==> config.mk <==
export PLATFORM = sky130hd
export DESIGN_NAME = pwm_duty_capture_flat
export DESIGN_NICKNAME = d
export VERILOG_FILES = /design/src/rtl/pwm_duty_capture_pkg.sv /design/src/rtl/pwm_duty_capture_if.sv /design/src/rtl/pwm_duty_capture_edge_sync.sv /design/src/rtl/pwm_duty_capture.sv /design/src/flat_wrapper.sv
export SDC_FILE = /design/constraint.sdc
export NUM_CORES = 1
export LEC_CHECK = 0
export BUFFER_PORTS_ARGS = -buffer_cell sky130_fd_sc_hd__buf_2
export CAP_MARGIN = 20
export CORE_MARGIN = 1.5
export CORE_UTILIZATION = 55
export DETAILED_ROUTE_END_ITERATION = 10
export PLACE_DENSITY = 0.75
export SYNTH_ARGS = -nofsm -noshare
export SYNTH_HDL_FRONTEND = slang
export SYNTH_SLANG_ARGS = --single-unit
==> constraint.sdc <==
create_clock -name clk_i -period 2.5 [get_ports clk_i]
set_input_delay 0.125 -clock clk_i [delete_from_list [all_inputs] [get_ports clk_i]]
set_output_delay 0.125 -clock clk_i [all_outputs]
set_load 0.01 [all_outputs]
==> src/rtl/pwm_duty_capture_pkg.sv <==
// Shared constants, FSM encoding and helpers for PWM input capture.
// Widths here must match the pwm_duty_capture_if signals.
package pwm_duty_capture_pkg;

  localparam int unsigned CntW           = 16;
  localparam int unsigned DutyW          = 8;
  localparam int unsigned TimeoutDefault = 1023;

  localparam logic [DutyW-1:0] DutyMax = {DutyW{1'b1}};

  typedef enum logic [1:0] {
    StSync,
    StHigh,
    StLow,
    StStatic
  } cap_state_e;

  // Increment that sticks at all-ones instead of wrapping.
  function automatic logic [CntW-1:0] sat_inc(input logic [CntW-1:0] v);
    return (v == {CntW{1'b1}}) ? v : v + 1'b1;
  endfunction

  function automatic logic [DutyW-1:0] sat_duty(input logic [CntW-1:0] v);
    if (v > {{(CntW-DutyW){1'b0}}, DutyMax}) begin
      return DutyMax;
    end
    return v[DutyW-1:0];
  endfunction

endpackage

==> src/rtl/pwm_duty_capture_if.sv <==
// PWM capture bus: raw PWM line in, measurement results out.
// The slave modport is the capture block, the master modport is its user.
interface pwm_duty_capture_if;
  import pwm_duty_capture_pkg::*;

  logic             pwm_in;
  logic [CntW-1:0]  high_time;
  logic [CntW-1:0]  period;
  logic [DutyW-1:0] duty;
  logic             valid;
  logic             static_lvl;

  modport master (
    output pwm_in,
    input  high_time,
    input  period,
    input  duty,
    input  valid,
    input  static_lvl
  );

  modport slave (
    input  pwm_in,
    output high_time,
    output period,
    output duty,
    output valid,
    output static_lvl
  );

endinterface

==> src/rtl/pwm_duty_capture_edge_sync.sv <==
// Two-flop synchronizer with rise/fall pulse outputs for asynchronous inputs.
// Define PWM_CAP_GLITCH_FILTER_EN to add a 3-sample majority filter (rejects 1-clk glitches).
module pwm_duty_capture_edge_sync (
  input  logic clk_i,
  input  logic rst_ni,
  input  logic d_i,
  output logic level_o,
  output logic rise_o,
  output logic fall_o
);

  logic [1:0] sync_q;
  logic       level_q;
  logic       s_in;

`ifdef PWM_CAP_GLITCH_FILTER_EN
  // hist_q[0] is the previous synchronized sample, hist_q[1] the one before.
  logic [1:0] hist_q;

  always_ff @(posedge clk_i or negedge rst_ni) begin
    if (!rst_ni) begin
      hist_q <= 2'b00;
    end else begin
      hist_q <= {hist_q[0], sync_q[1]};
    end
  end

  always_comb begin
    s_in = (sync_q[1] & hist_q[0]) | (sync_q[1] & hist_q[1]) | (hist_q[0] & hist_q[1]);
  end
`else
  always_comb begin
    s_in = sync_q[1];
  end
`endif

  always_ff @(posedge clk_i or negedge rst_ni) begin
    if (!rst_ni) begin
      sync_q  <= 2'b00;
      level_q <= 1'b0;
    end else begin
      sync_q  <= {sync_q[0], d_i};
      level_q <= s_in;
    end
  end

  always_comb begin
    level_o = s_in;
    rise_o  = s_in & ~level_q;
    fall_o  = ~s_in & level_q;
  end

endmodule

==> src/rtl/pwm_duty_capture.sv <==
// Measures high time, period and 8-bit duty code of one PWM line; flags a static line.
// Optional majority glitch filter in the input stage: PWM_CAP_GLITCH_FILTER_EN.
module pwm_duty_capture
  import pwm_duty_capture_pkg::*;
#(
  parameter int unsigned Timeout = TimeoutDefault
) (
  input  logic                 clk_i,
  input  logic                 rst_ni,
  pwm_duty_capture_if.slave    cap_io
);

  localparam logic [CntW-1:0] TimeoutVal  = CntW'(Timeout);
  localparam logic [CntW-1:0] TimeoutLast = CntW'(Timeout - 1);
  localparam logic [CntW-1:0] CntOne      = CntW'(1);

  logic level, rise, fall, edge_any;

  pwm_duty_capture_edge_sync u_edge_sync (
    .clk_i   (clk_i),
    .rst_ni  (rst_ni),
    .d_i     (cap_io.pwm_in),
    .level_o (level),
    .rise_o  (rise),
    .fall_o  (fall)
  );

  cap_state_e       state_q;
  logic [CntW-1:0]  cnt_h_q, cnt_p_q, to_cnt_q;
  logic [CntW-1:0]  high_time_q, period_q;
  logic [DutyW-1:0] duty_q;
  logic             valid_q, static_q;
  logic             timeout_hit;

  always_comb begin
    edge_any    = rise | fall;
    timeout_hit = (state_q != StStatic) && !edge_any && (to_cnt_q == TimeoutLast);
  end

  // Counters include the edge cycle itself, so a restart loads 1, not 0.
  always_ff @(posedge clk_i or negedge rst_ni) begin
    if (!rst_ni) begin
      state_q     <= StSync;
      cnt_h_q     <= '0;
      cnt_p_q     <= '0;
      to_cnt_q    <= '0;
      high_time_q <= '0;
      period_q    <= '0;
      duty_q      <= '0;
      valid_q     <= 1'b0;
      static_q    <= 1'b0;
    end else begin
      valid_q <= 1'b0;

      if (edge_any) begin
        to_cnt_q <= '0;
      end else if (state_q != StStatic) begin
        to_cnt_q <= sat_inc(to_cnt_q);
      end

      if (timeout_hit) begin
        state_q     <= StStatic;
        static_q    <= 1'b1;
        duty_q      <= level ? DutyMax : '0;
        high_time_q <= level ? TimeoutVal : '0;
        period_q    <= TimeoutVal;
        valid_q     <= 1'b1;
      end else begin
        unique case (state_q)
          StSync: begin
            if (rise) begin
              cnt_h_q <= CntOne;
              cnt_p_q <= CntOne;
              state_q <= StHigh;
            end
          end
          StHigh: begin
            cnt_p_q <= sat_inc(cnt_p_q);
            if (fall) begin
              state_q <= StLow;
            end else begin
              cnt_h_q <= sat_inc(cnt_h_q);
            end
          end
          StLow: begin
            if (rise) begin
              high_time_q <= cnt_h_q;
              period_q    <= cnt_p_q;
              duty_q      <= sat_duty(cnt_h_q);
              static_q    <= 1'b0;
              valid_q     <= 1'b1;
              cnt_h_q     <= CntOne;
              cnt_p_q     <= CntOne;
              state_q     <= StHigh;
            end else begin
              cnt_p_q <= sat_inc(cnt_p_q);
            end
          end
          StStatic: begin
            // A falling edge leaves a partial period, so resync on the next rise.
            if (rise) begin
              cnt_h_q <= CntOne;
              cnt_p_q <= CntOne;
              state_q <= StHigh;
            end else if (fall) begin
              state_q <= StSync;
            end
          end
          default: state_q <= StSync;
        endcase
      end
    end
  end

  assign cap_io.high_time  = high_time_q;
  assign cap_io.period     = period_q;
  assign cap_io.duty       = duty_q;
  assign cap_io.valid      = valid_q;
  assign cap_io.static_lvl = static_q;

endmodule

==> src/flat_wrapper.sv <==
// flat-port wrapper written by rule: the top's interface ports become plain ports
module pwm_duty_capture_flat import pwm_duty_capture_pkg::*;
#(
  parameter int unsigned Timeout = TimeoutDefault
)
  (clk_i, rst_ni, cap_io_pwm_in, cap_io_high_time, cap_io_period, cap_io_duty, cap_io_valid, cap_io_static_lvl);
  pwm_duty_capture_if cap_io_i ();
  input  logic clk_i;
  input  logic rst_ni;
  input wire logic [$bits(cap_io_i.pwm_in)-1:0] cap_io_pwm_in;
  output wire logic [$bits(cap_io_i.high_time)-1:0] cap_io_high_time;
  output wire logic [$bits(cap_io_i.period)-1:0] cap_io_period;
  output wire logic [$bits(cap_io_i.duty)-1:0] cap_io_duty;
  output wire logic [$bits(cap_io_i.valid)-1:0] cap_io_valid;
  output wire logic [$bits(cap_io_i.static_lvl)-1:0] cap_io_static_lvl;
  assign cap_io_i.pwm_in = cap_io_pwm_in;
  assign cap_io_high_time = cap_io_i.high_time;
  assign cap_io_period = cap_io_i.period;
  assign cap_io_duty = cap_io_i.duty;
  assign cap_io_valid = cap_io_i.valid;
  assign cap_io_static_lvl = cap_io_i.static_lvl;
  pwm_duty_capture #(.Timeout(Timeout)) u_core (.clk_i(clk_i), .rst_ni(rst_ni), .cap_io(cap_io_i));
endmodule
Word-level counts from Yosys, hierarchy flattened --
Index checks and enable logic that the tools add are counted.
Operators by class: add/sub/neg operators 3, reduce and logical (&&, ||, !) cells 15, bitwise logic cells 6, multiply operators 0, div/mod/pow operators 0, equal/unequal tests 16, multiplexer cells 39, shifts and indexed selects 0, order comparisons 1
Operator list (count):
- $mux W16 | 14
- $add A16 B1 Y16 const B | 3
- $eq A16 B16 Y1 const B | 3
- $mux W8 | 6
- $pmux W16 S3 | 1
- $pmux W16 S2 | 1
- $eq A16 B10 Y1 const B | 1
- $gt A16 B8 Y1 const B | 1
- $mux W1 | 10
- $mux W10 | 1
- $mux W2 | 5
- $ne A2 B1 Y1 const B | 3
- $ne A2 B2 Y1 const B | 3
- $ne A3 B1 Y1 const B | 2
- $pmux W2 S3 | 1
- $reduce_and A2 Y1 | 3
- $reduce_bool A2 Y1 | 3
- $eq A2 B2 Y1 const B | 2
- $ne A4 B1 Y1 const B | 1
- $reduce_and A4 Y1 | 1
- $reduce_or A2 Y1 | 2
- $not A1 Y1 | 3
- $reduce_and A3 Y1 | 1
- $reduce_or A3 Y1 | 1
- 6 further kinds | 8
Word-level totals: bits in read-only memories 0, bits in registers 95, memory bits (writable) 0, input bits 3, memories kept 0, latch bits 0

Depth between registers and ports, before layout --
Gate-level depths: netlist (run 1).
depth in word-level cells 11, gate-level depth with buffers 9, gate-level depth less buffers 7

By module --
Synthesis (run 1) repeated with hierarchy kept, for this count alone.
Second synthesis, totals: cells, all modules 539, area total of the unflattened synthesis 4895.9 µm²
Modules (own cells, without submodules):
- pwm_duty_capture | cells each 534, area each 4805.9 µm², times used 1
- pwm_duty_capture_edge_sync | cells each 5, area each 90.1 µm², times used 1

Least setup slack after synthesis (run 1) --
Ideal clock, no wire load.
path type reg-to-reg, start register u_core.u_edge_sync.sync_q[1], end register u_core.high_time_q[8] (netlist: u_core.cap_io.high_time[8]), slack 0.438 ns, data arrival time 1.926 ns, buffers on the path 1, stages on the path, launching flop included 8, cell sequence dfrtp_1 > ha_1 > nor4b_1 > and3b_1 > nand3_1 > nor2_1 > buf_2 > a21oi_1
Between the ends: longest elaborated chain between the ends 8, elaborated cells on any way between the ends 12, classes of those cells mux: 2; bitwise: 4; reduce/logical: 6
RTL lines:
- start, declared | line pwm_duty_capture_edge_sync.sv:12 | logic [1:0] sync_q;
- start signal, assigned | line pwm_duty_capture_edge_sync.sv:42 | sync_q <= {sync_q[0], d_i};
- $not A1 Y1 | line pwm_duty_capture_edge_sync.sv:50 | fall_o = ~s_in & level_q;
- $and A1 B1 Y1 | line pwm_duty_capture_edge_sync.sv:50
- $or A1 B1 Y1 | line pwm_duty_capture.sv:36 | edge_any = rise | fall;
- $logic_not A1 Y1 | line pwm_duty_capture.sv:37 | timeout_hit = (state_q != StStatic) && !edge_any && (to_cnt_q == TimeoutLast);
- $logic_and A1 B1 Y1 (2 in a row) | line pwm_duty_capture.sv:37
- $reduce_bool A2 Y1 (no line)
- $reduce_and A2 Y1 (no line)
- end signal, assigned | line pwm_duty_capture.sv:65 | high_time_q <= level ? TimeoutVal : '0;
- end signal, assigned | line pwm_duty_capture.sv:87 | high_time_q <= cnt_h_q;
- end, declared | line pwm_duty_capture.sv:30 | logic [CntW-1:0] high_time_q, period_q;
Parallel ways exist; a longest one is shown, timed or not. A chain may end at the register's enable or synchronous reset.

Final worst setup path (run 1) --
start register u_core.cnt_p_q[0], end register u_core.cnt_p_q[3]
Between the ends: longest elaborated chain between the ends 4, elaborated cells on any way between the ends 5, classes of those cells add/sub: 1; eq/ne: 1; mux: 3
RTL lines:
- start, declared | line pwm_duty_capture.sv:29 | logic [CntW-1:0] cnt_h_q, cnt_p_q, to_cnt_q;
- start signal, assigned | line pwm_duty_capture.sv:73 | cnt_p_q <= CntOne;
- start signal, assigned | line pwm_duty_capture.sv:78 | cnt_p_q <= sat_inc(cnt_p_q);
- start signal, assigned | line pwm_duty_capture.sv:93 | cnt_p_q <= CntOne;
- $add A16 B1 Y16 or $eq A16 B16 Y1 (tied branches) | line pwm_duty_capture_pkg.sv:20 | return (v == {CntW{1'b1}}) ? v : v + 1'b1;
- $mux W16 * | line pwm_duty_capture_pkg.sv:20
- $mux W16 | line pwm_duty_capture.sv:86 | if (rise) begin
- $pmux W16 S3 * | line pwm_duty_capture.sv:69 | unique case (state_q)
Every way passes the cells marked *; elsewhere a longest branch is shown, timed or not.

==> summary.txt, run 1 <==
Run status
  • Status: finished, final reports clean

Logic synthesis
  • Async SR Flop Fraction: 1.00
  • Sequential share of the synthesized area: 0.481
  • Mean Syn Cell Area: 9.25 um^2
  • Top cells by area, synth: dfrtp_1 48%, a21oi_1 6.2%, o21ai_0 3.8%, nand2_1 3.4%, nand3_1 3.1%
  • Distinct cells, synth: 57
  • Synthesized instance count: 535
  • Yosys top cell by area: dfrtp_1
  • Mapped cell area: 4950 um^2
  • #FFs+latches synth: 95
  • Top FF cell, synth: dfrtp_1
  • Commonest cells post-synth: 95 x dfrtp_1, 61 x a21oi_1, 45 x nand2_1
  • Share of the synthesized area in the top cell type: 0.481
  • Post-synth EDFFs: 0
  • YS warnings: 0
  • Most common cell in the netlist: dfrtp_1
  • Syn_nets: 549

Global routing
  • GRT overflow: 0
  • Gr usage total: 0.245
  • First-pass GRT wire length: 19,400 um
  • Vias in the first global route: 4,068
  • Pin count of the biggest net entering global routing: 50
  • Initial antenna violation count: 0

Clocking
  • Clock sink total: 95
  • CTS tree: yes
  • Post-CTS Setup Bufs: 0
  • CTS root buffer: clkbuf_8
  • CTS clk-pin slew, worst paths: 90 ps
  • Clock Path Buffers: 2
  • Worst skew pair latency: 360 ps
  • CTS Buf Count: 9
  • H-tree depth: 3

Flow run
  • Max Cap Viol: 0

Power
  • Cell Pwr Density: 839 nW/um^2
  • VDD IR max: 399 uV
  • Lkg Pwr: 2.51 nW

Setup path
  • Worst Setup Start Kind: flop
  • Worst path depth: 6
  • Worst path slowest cell: or4_1
  • Crit path largest cell delay: 770 ps
  • Data arrival, critical path: 2580 ps
  • Cell chain of the critical path: ha_1 -> nand4_1 -> or4_1 -> a41oi_1 -> o21ai_0 -> o41ai_1
  • Worst R2R Setup Slack: 160 ps
  • Worst setup path class: flop to flop
  • Critical Path RT: 2750 ps
  • CP top delay family: simple AND/OR/NAND/NOR gates
  • Worst-path maximum fanout: 10
  • CP endpoint kind: flop
  • Worst Reg2Reg Path Length in Cells: 6
  • CP bufs+invs: 0

Finish
  • Ant diodes: 0
  • Non-filler cells, final: 679
  • Area Growth Syn to Fin: 11.7%
  • Fraction of layout cells with a size suffix above 1: 0.170
  • Final net count: 580
  • Post-route cell area: 5530 um^2
  • Filler Cells Inserted: 694

Floorplan
  • Core area: 8720 um^2
  • Die height: 97.8 um
  • Boundary Pins: 45
  • Site row count: 34
  • Die X: 97.8 um
  • Die ar.: 9570 um^2
  • Starting Density: 0.567

Placement
  • IO Port Bufs: 44
  • Placed Cells: 661
  • RD Place Congestion: 0.882
  • Placed Area: 5270 um^2
  • Post-DP HPWL: 7660 um

Timing
  • Final Critical Period: 2340 ps
  • Setup-failing EPs final: 0
  • Slew @ Worst Pin: 630 ps
  • Slew headroom: 0.580
  • Fmax: 428 MHz
  • Slew Limit Fails: 0
  • RSZ-0062 raised after global routing: no
  • Final hold vios: 0
  • Setup TNS: 0 ps
  • Period utilisation layout: 0.935
  • Hold slack: 313 ps
  • Clock skew: 9.82 ps

Drt
  • Total wire length: 11,500 um
  • First-pass detailed-route iteration total: 5
  • # DRC: 0
  • ANT nets after route: 0
  • Avg WL per Cell: 17.0 um
  • DR vias/cell: 6.37
  • Initial drt markers: 225
  • Via count: 4,325

Min path
  • Worst Hold Class: input port to asynchronous set/reset pin
## metal layers
metal | up-vias | GRT usage | wire length, um
li1 | 2045 | - | -
met2 | 136 | 0.398 | 5630
met5 | - | 0 | 0
met1 | 2124 | 0.341 | 5210
met3 | 20 | 0.0372 | 525
met4 | 0 | 0.0714 | 158
## power breakdown
group          total, mW  internal, mW  switching, mW
Sequential          1.92          1.74          0.182
Clock               1.15         0.598          0.551
Combinational       1.57         0.594          0.975
Total               4.64          2.93           1.71
## state kept, by name (all words and copies together), names as in the netlist
signal                      flops
u_core.cap_io.static_lvl        1
u_core.to_cnt_q                16
u_core.cnt_h_q                 16
u_core.cap_io.valid             1
u_core.u_edge_sync.sync_q       2
u_core.cap_io.period           16
u_core.cap_io.high_time        16
u_core.state_q                  2
u_core.cap_io.duty              8
u_core.cnt_p_q                 16
u_core.u_edge_sync.level_q      1
## timing repair
action | CTS | global route
resized for setup | 0 | 3
hold endpoints to repair | 49 | 0
setup endpoints to repair | 0 | 11
hold buffers | 2 | 0
## cell usage in the layout, fill, tap and decap left out, types with 4 or more instances in the layout
cell,count
nand2b_1,4
and3_1,16
nand2_1,45
nand3b_1,6
nor4_1,4
buf_4,14
o21ai_0,38
a21oi_1,61
o31ai_1,15
nor2_1,36
or3_1,6
nand4_1,11
dfrtp_1,95
or4_2,6
and4_1,7
or4_1,4
o221ai_1,4
buf_2,43
nor3_1,4
a31oi_1,5
ha_1,11
a41oi_1,5
nand3_1,31
inv_1,14
o41ai_1,4
clkbuf_8,10
o21a_1,7
a211oi_1,8
a21oi_2,4
## cell families (layout without fill, tap and decap cells)
group / after synthesis / count (layout) / synth area share
simple gates: 191 / 191 / 0.206
compound gates: 179 / 179 / 0.231
flops: 95 / 95 / 0.481
buf+inv: 55 / 91 / 0.0463
fa+ha+maj: 11 / 11 / 0.0278
mux: 3 / 3 / 0.00607
xor+xnor: 1 / 1 / 0.00177
## metrics by stage
stage	worst slack, ps	total power, mW	utilization
finish	162	4.64	0.634
global route	33.4	4.92	0.634
CTS	178	4.62	0.632
detailed placement	193	3.47	0.604
global placement	256	3.42	0.604
floorplan	438	2.99	-
## path summary, 6_finish.rpt
path / end / from
hold reg to reg: u_core.u_edge_sync.sync_q[1] / u_core.u_edge_sync.sync_q[0]
setup / recovery: u_core.cnt_p_q[3] / u_core.cnt_p_q[0]
max in group asynchronous: u_core.cap_io.duty[5] / rst_ni
setup reg to reg: u_core.cnt_p_q[3] / u_core.cnt_p_q[0]
min in group clk_i: u_core.u_edge_sync.sync_q[1] / u_core.u_edge_sync.sync_q[0]
hold / removal: u_core.cap_io.high_time[1] / rst_ni
## cell type report
type / instances / area (um^2) / area share
Inverter: 14 / 52.6 / 0.00951
Tap cell: 108 / 135 / 0.0245
Timing Repair Buffer: 61 / 380 / 0.0688
Multi-Input combinational cell: 385 / 2350 / 0.426
Clock buffer: 10 / 138 / 0.0249
Sequential cell: 95 / 2380 / 0.430
Clock inverter: 6 / 91.3 / 0.0165
Note: power is estimated with default switching activity, not from simulation.
==> inputs of run 2 (changes only) <==
==> constraint.sdc (replaced) <==
create_clock -name clk_i -period 2.55 [get_ports clk_i]
set_input_delay 0.1275 -clock clk_i [delete_from_list [all_inputs] [get_ports clk_i]]
set_output_delay 0.1275 -clock clk_i [all_outputs]
set_load 0.01 [all_outputs]
==> run 2 against run 1 <==
Effect of this change: routed wire length increased by 1.1%; power decreased by 4.3%; global-route usage increased by 0.50 points; clock skew decreased by 3.0 ps; design area decreased by 0.66%; clock power decreased by 10%; critical path depth unchanged; highest routed layer unchanged.
==> summary.txt, run 2 (synthesis gave the netlist of run 1 again) <==
Floorplan
  • Core area: 8720 um^2 (unchanged)
  • Site row count: 34 (unchanged)
  • Boundary Pins: 45 (unchanged)
  • Starting Density: 0.567 (unchanged)
  • Die X: 97.8 um (unchanged)
  • Die height: 97.8 um (unchanged)
  • Die ar.: 9570 um^2 (unchanged)

Global routing
  • GRT overflow: 0 (unchanged)
  • Vias in the first global route: 4,029 (-0.96%)
  • Initial antenna violation count: 0 (unchanged)
  • Gr usage total: 0.250 (+0.00500)
  • First-pass GRT wire length: 19,800 um (+1.7%)
  • Pin count of the biggest net entering global routing: 51 (+2.0%)

Finish
  • Most frequent cells in the layout: 95 x dfrtp_1, 61 x a21oi_1, 45 x nand2_1
  • Fraction of layout cells with a size suffix above 1: 0.163 (-0.00672)
  • Commonest non-fill, non-tap cell in the layout: dfrtp_1
  • Area Growth Syn to Fin: 11.0%
  • Ant diodes: 0 (unchanged)
  • Final net count: 579 (-0.17%)

Power
  • Seq pwr share: 0.423 (+0.009)
  • VDD IR max: 523 uV (+31%)
  • Internal power: 2.78 mW (-5.0%)
  • Psw: 1.65 mW (-3.2%)
  • Lkg Pwr: 2.48 nW (-1.0%)
  • Net Sw Frac: 0.373 (+0.00446)
  • Cell Pwr Density: 808 nW/um^2 (-3.7%)
  • Clk pwr share: 0.233 (-0.015)
  • Combinational fraction of design power: 0.344 (+0.005)

Run status
  • Status: finished, final reports clean

Timing
  • Final hold vios: 0 (unchanged)
  • Fmax: 425 MHz (-0.56%)
  • Clock skew: 6.86 ps (-2.96 ps)
  • Slew @ Worst Pin: 653 ps (+23.0 ps)
  • Slew Limit Fails: 0 (unchanged)
  • Period utilisation layout: 0.922 (-0.0132)
  • RSZ-0062 raised after global routing: no
  • Setup TNS: 0 ps (unchanged)
  • Setup-failing EPs final: 0 (unchanged)
  • Hold slack: 339 ps (+26.1 ps)
  • Slew headroom: 0.565 (-0.0153)
  • Final Critical Period: 2350 ps (+13.1 ps)

Drt
  • Avg WL per Cell: 17.2 um (+1.3%)
  • Highest metal used: met4
  • First-pass detailed-route iteration total: 5 (unchanged)
  • Met2 wire len: 5710 um (+1.3%)
  • Via count: 4,319 (-0.14%)
  • Initial drt markers: 255 (+13%)
  • DRT met1 WL: 5420 um (+4.1%)
  • # DRC: 0 (unchanged)
  • ANT nets after route: 0 (unchanged)
  • Met3 wire len: 397 um (-24%)
  • Total wire length: 11,700 um (+1.1%)
  • DR vias/cell: 6.37 (about the same)

Setup path
  • Worst-path maximum fanout: 12 (+2)
  • CP top delay family: simple AND/OR/NAND/NOR gates
  • Worst setup path class: flop to flop
  • Worst R2R Setup Slack: 200 ps (+40 ps)
  • R2r endpoint: u_core.cnt_h_q[6]
  • Crit path largest cell delay: 420 ps (-350 ps)
  • Cell chain of the critical path: ha_1 -> nor4b_1 -> and3b_1 -> nand3_1 -> nand2b_1 -> o311ai_0
  • Critical Path RT: 2750 ps (about the same)
  • CP bufs+invs: 0 (unchanged)
  • Worst path slowest cell: dfrtp_1
  • CP endpoint kind: flop
  • Worst Reg2Reg Path Length in Cells: 6 (unchanged)
  • Data arrival, critical path: 2550 ps (-30 ps)
  • RR Startpoint: u_core.u_edge_sync.sync_q[1]
  • Worst Setup Start Kind: flop

Clocking
  • Clock sink total: 95 (unchanged)
  • H-tree depth: 3 (unchanged)
  • CTS tree: yes
  • CTS root buffer: clkbuf_8
  • Post-CTS Setup Bufs: 0 (unchanged)
  • CTS Buf Count: 9 (unchanged)
  • Worst skew pair latency: 350 ps (about the same)
  • Clock Path Buffers: 2 (unchanged)
  • CTS clk-pin slew, worst paths: 90 ps (about the same)

Placement
  • RD Place Congestion: 0.887 (+0.53%)
  • Post-DP HPWL: 7770 um (+1.4%)
  • IO Port Bufs: 44 (unchanged)

Flow run
  • Max Cap Viol: 0 (unchanged)

Min path
  • Worst Hold Class: input port to asynchronous set/reset pin
## run 2: cell types whose count changed in the layout (fill, tap and decap cells not counted), sizes merged
cell	change
clkinv	-1
clkinvlp	+2
buf	-1
bufinv	-1
inv	-2
clkbuf	+2
## run 2: stage by stage
| stage | utilization | setup WS, ps | cells | power, mW | instance area (um^2) |
|---|---|---|---|---|---|
| 2_1_floorplan | - | 488 | 535 | 2.93 | 4950 |
| 3_3_place_gp | 0.603 | 291 | 660 | 3.35 | 5260 |
| 3_5_place_dp | 0.603 | 178 | 660 | 3.41 | 5260 |
| 4_1_cts | 0.629 | 167 | 678 | 4.44 | 5490 |
| 5_1_grt | 0.630 | 9.30 | 678 | 4.73 | 5490 |
| 6_report | 0.630 | 199 | 678 | 4.44 | 5490 |
## run 2: power by group through the flow
stage,clock (mW),combinational [mW],sequential [mW]
final,1.03,1.52,1.88
after detailed placement,0,1.51,1.90
after global routing,1.11,1.72,1.91
after floorplan,0,1.01,1.92
after global placement,0,1.46,1.89
after CTS,1.05,1.52,1.87
## run 2: how the worst max path moves through the flow
stage / depth (start not counted) / from / slack (ps) / to
after global routing: 7 / u_core.u_edge_sync.sync_q[1] / 9 / u_core.cnt_h_q[12]
final: 6 / u_core.u_edge_sync.sync_q[1] / 200 / u_core.cnt_h_q[6]
after global placement: 6 / u_core.u_edge_sync.sync_q[1] / 290 / u_core.cnt_p_q[1]
after CTS: 6 / u_core.u_edge_sync.sync_q[1] / 170 / u_core.cnt_p_q[1]
after detailed placement: 6 / u_core.u_edge_sync.sync_q[1] / 180 / u_core.cnt_p_q[5]
after floorplan: 7 / u_core.u_edge_sync.sync_q[1] / 490 / u_core.cap_io.high_time[8]
## run 2: cell type report
cell class                      count  area (um^2)
Multi-Input combinational cell    385         2340
Timing Repair Buffer               60          373
Clock inverter                      4         53.8
Sequential cell                    95         2380
Fill cell                         726         3230
Tap cell                          108          135
Inverter                           14         52.6
Clock buffer                       12          155
## run 2: repair_timing
item / in CTS / in global routing
hold buffers: 2 / 0
setup endpoints to repair: 0 / 8
gates resized for setup: 0 / 1
endpoints found under the hold margin: 50 / 0
## run 2: layer usage
layer | track usage | vias to the layer above
met5 | 0 | -
met4 | 0.0681 | 0
met3 | 0.0379 | 15
met2 | 0.392 | 108
met1 | 0.363 | 2157
li1 | - | 2039
==> inputs of run 3 (changes only) <==
--- a/config.mk
+++ b/config.mk
@@ -5,12 +5,12 @@
 export SDC_FILE = /design/constraint.sdc
 export NUM_CORES = 1
 export LEC_CHECK = 0
-export BUFFER_PORTS_ARGS = -buffer_cell sky130_fd_sc_hd__buf_2
 export CAP_MARGIN = 20
-export CORE_MARGIN = 1.5
+export CORE_MARGIN = 2
 export CORE_UTILIZATION = 55
 export DETAILED_ROUTE_END_ITERATION = 10
-export PLACE_DENSITY = 0.75
+export DONT_BUFFER_PORTS = 1
+export PLACE_DENSITY = 0.7
 export SYNTH_ARGS = -nofsm -noshare
 export SYNTH_HDL_FRONTEND = slang
 export SYNTH_SLANG_ARGS = --single-unit
==> run 3 against run 2 <==
Effect of this change: sequential share of layout area grew 1.5 points; die area grew 2.1%; count of clock-buffer cells in the layout is the same; via count shrank 4.5%; critical path depth shrank 1; maximum frequency grew 1.9%; combinational power shrank 8%; power shrank 0.40%; first-iteration DRC count shrank 2.4%; critical path type unchanged; largest power group unchanged.
==> summary.txt, run 3 (synthesis gave the netlist of run 1 again) <==
Setup path
  • Worst Setup Start Kind: flop
  • Worst path slowest cell: or4_2
  • Worst setup path class: flop to flop
  • Critical Path RT: 2830 ps (+80 ps)
  • Data arrival, critical path: 2590 ps (+40 ps)
  • Worst-path maximum fanout: 13 (+1)
  • CP endpoint kind: flop
  • Cell chain of the critical path: ha_1 -> nand2_1 -> nand3_1 -> or4_2 -> a21oi_2
  • Crit path largest cell delay: 760 ps (+340 ps)

Placement
  • RD Place Congestion: 0.851 (-4.0%)
  • Post-DP HPWL: 7590 um (-2.3%)
  • IO Port Bufs: 0 (-100%)
  • Placed Area: 5040 um^2 (-4.2%)

Floorplan
  • Die ar.: 9770 um^2 (+2.1%)
  • Starting Density: 0.567 (unchanged)
  • Die X: 98.8 um (+1.0%)
  • Site row count: 34 (unchanged)
  • Core area: 8720 um^2 (unchanged)
  • Die height: 98.8 um (+1.0%)
  • Boundary Pins: 45 (unchanged)

Drt
  • Met3 wire len: 490 um (+23%)
  • Via count: 4,125 (-4.5%)
  • Avg WL per Cell: 17.8 um (+3.6%)
  • First-pass detailed-route iteration total: 5 (unchanged)
  • # DRC: 0 (unchanged)
  • Highest metal used: met4
  • DR vias/cell: 6.48 (+1.7%)
  • ANT nets after route: 0 (unchanged)
  • Met2 wire len: 5520 um (-3.2%)
  • Initial drt markers: 249 (-2.4%)
  • DRT met1 WL: 5200 um (-4.1%)
  • Total wire length: 11,300 um (-2.6%)

Timing
  • Final hold vios: 0 (unchanged)
  • Slew headroom: 0.569 (+0.00443)
  • Clock skew: 10.6 ps (+3.74 ps)
  • Period utilisation layout: 0.905 (-0.0169)
  • Setup-failing EPs final: 0 (unchanged)
  • Fmax: 433 MHz (+1.9%)
  • Setup TNS: 0 ps (unchanged)
  • RSZ-0062 raised after global routing: no
  • Slew Limit Fails: 0 (unchanged)
  • Final Critical Period: 2310 ps (-43.0 ps)
  • Slew @ Worst Pin: 641 ps (-11.6 ps)

Clocking
  • CTS clk-pin slew, worst paths: 90 ps (about the same)
  • CTS tree: yes
  • Worst skew pair latency: 360 ps (about the same)
  • Clock Path Buffers: 2 (unchanged)
  • CTS root buffer: clkbuf_8
  • H-tree depth: 3 (unchanged)
  • Post-CTS Setup Bufs: 0 (unchanged)
  • CTS Buf Count: 9 (unchanged)
  • Clock sink total: 95 (unchanged)

Finish
  • Area Growth Syn to Fin: 7.36%
  • Commonest non-fill, non-tap cell in the layout: dfrtp_1
  • Final net count: 539 (-6.9%)
  • Fraction of layout cells with a size suffix above 1: 0.102 (-0.0611)
  • Post-route cell area: 5310 um^2 (-3.3%)
  • Most frequent cells in the layout: 95 x dfrtp_1, 61 x a21oi_1, 45 x nand2_1
  • Ant diodes: 0 (unchanged)

Power
  • Cell Pwr Density: 832 nW/um^2 (+3.0%)
  • Power Total: 4.42 mW (-0.40%)
  • Lkg Pwr: 2.28 nW (-8.0%)
  • VDD IR max: 400 uV (-24%)

Global routing
  • Initial antenna violation count: 0 (unchanged)
  • Gr usage total: 0.242 (-0.00756)
  • Pin count of the biggest net entering global routing: 96 (+88%)
  • Vias in the first global route: 3,884 (-3.6%)
  • GRT overflow: 0 (unchanged)
  • First-pass GRT wire length: 19,500 um (-1.6%)

Min path
  • Worst Hold Class: input port to flop

Run status
  • Status: finished, final reports clean

Flow run
  • Max Cap Viol: 0 (unchanged)
==> run 3: layout make-up <==
| cell class | instances | area [um^2] |
|---|---|---|
| inverter | 14 | 52.6 |
| clock inverter | 3 | 67.6 |
| fill | 757 | 3410 |
| sequential | 95 | 2380 |
| timing repair buffer | 20 | 175 |
| clock buffer | 12 | 145 |
| tap | 108 | 135 |
| multi-input combinational | 385 | 2360 |
==> run 3: critical path, delay by kind of cell (launching register included) <==
family	cells	cell delay, ps
and+or+nand+nor	3	1280
adders and majority gates	1	380
DFF	1	420
AOI/OAI and AO/OA	1	150
==> run 3: final timing paths <==
path,cells after the start,end,slack (ps),start
min in group asynchronous,2,u_core.cap_io.duty[4],370,rst_ni
hold / removal,1,u_core.u_edge_sync.sync_q[0],320,cap_io_pwm_in
max in group asynchronous,2,u_core.to_cnt_q[12],1830,rst_ni
setup reg to reg,5,u_core.to_cnt_q[13],240,u_core.u_edge_sync.sync_q[1]
setup / recovery,5,u_core.to_cnt_q[13],240,u_core.u_edge_sync.sync_q[1]
hold reg to reg,0,u_core.u_edge_sync.sync_q[1],350,u_core.u_edge_sync.sync_q[0]
==> run 3: per-stage QoR <==
stage | worst slack, ps | util | std cells | hold slack (ps)
after detailed placement | 135 | 0.577 | 619 | -166
final | 242 | 0.609 | 637 | 321
after floorplan | 488 | - | 535 | -168
after CTS | 104 | 0.607 | 637 | 303
after global placement | 260 | 0.577 | 619 | -166
after global routing | 35.5 | 0.609 | 637 | 316
==> run 3: power by group <==
group / switching [mW] / total, mW / internal (mW) / leakage [nW]
logic: 0.881 / 1.40 / 0.516 / 0.901
clock network: 0.497 / 1.07 / 0.575 / 0.103
registers: 0.247 / 1.95 / 1.70 / 1.28
==> run 3: timing repair <==
action | CTS | global route
setup endpoints to repair | 0 | 24
hold buffers | 3 | 0
endpoints found under the hold margin | 96 | 0
resized for setup | 0 | 4
==> run 3: per-layer routing <==
| layer | vias up | track usage |
|---|---|---|
| li1 | 1962 | - |
| met4 | 0 | 0.0569 |
| met2 | 96 | 0.380 |
| met1 | 2056 | 0.346 |
| met3 | 11 | 0.0525 |
| met5 | - | 0 |
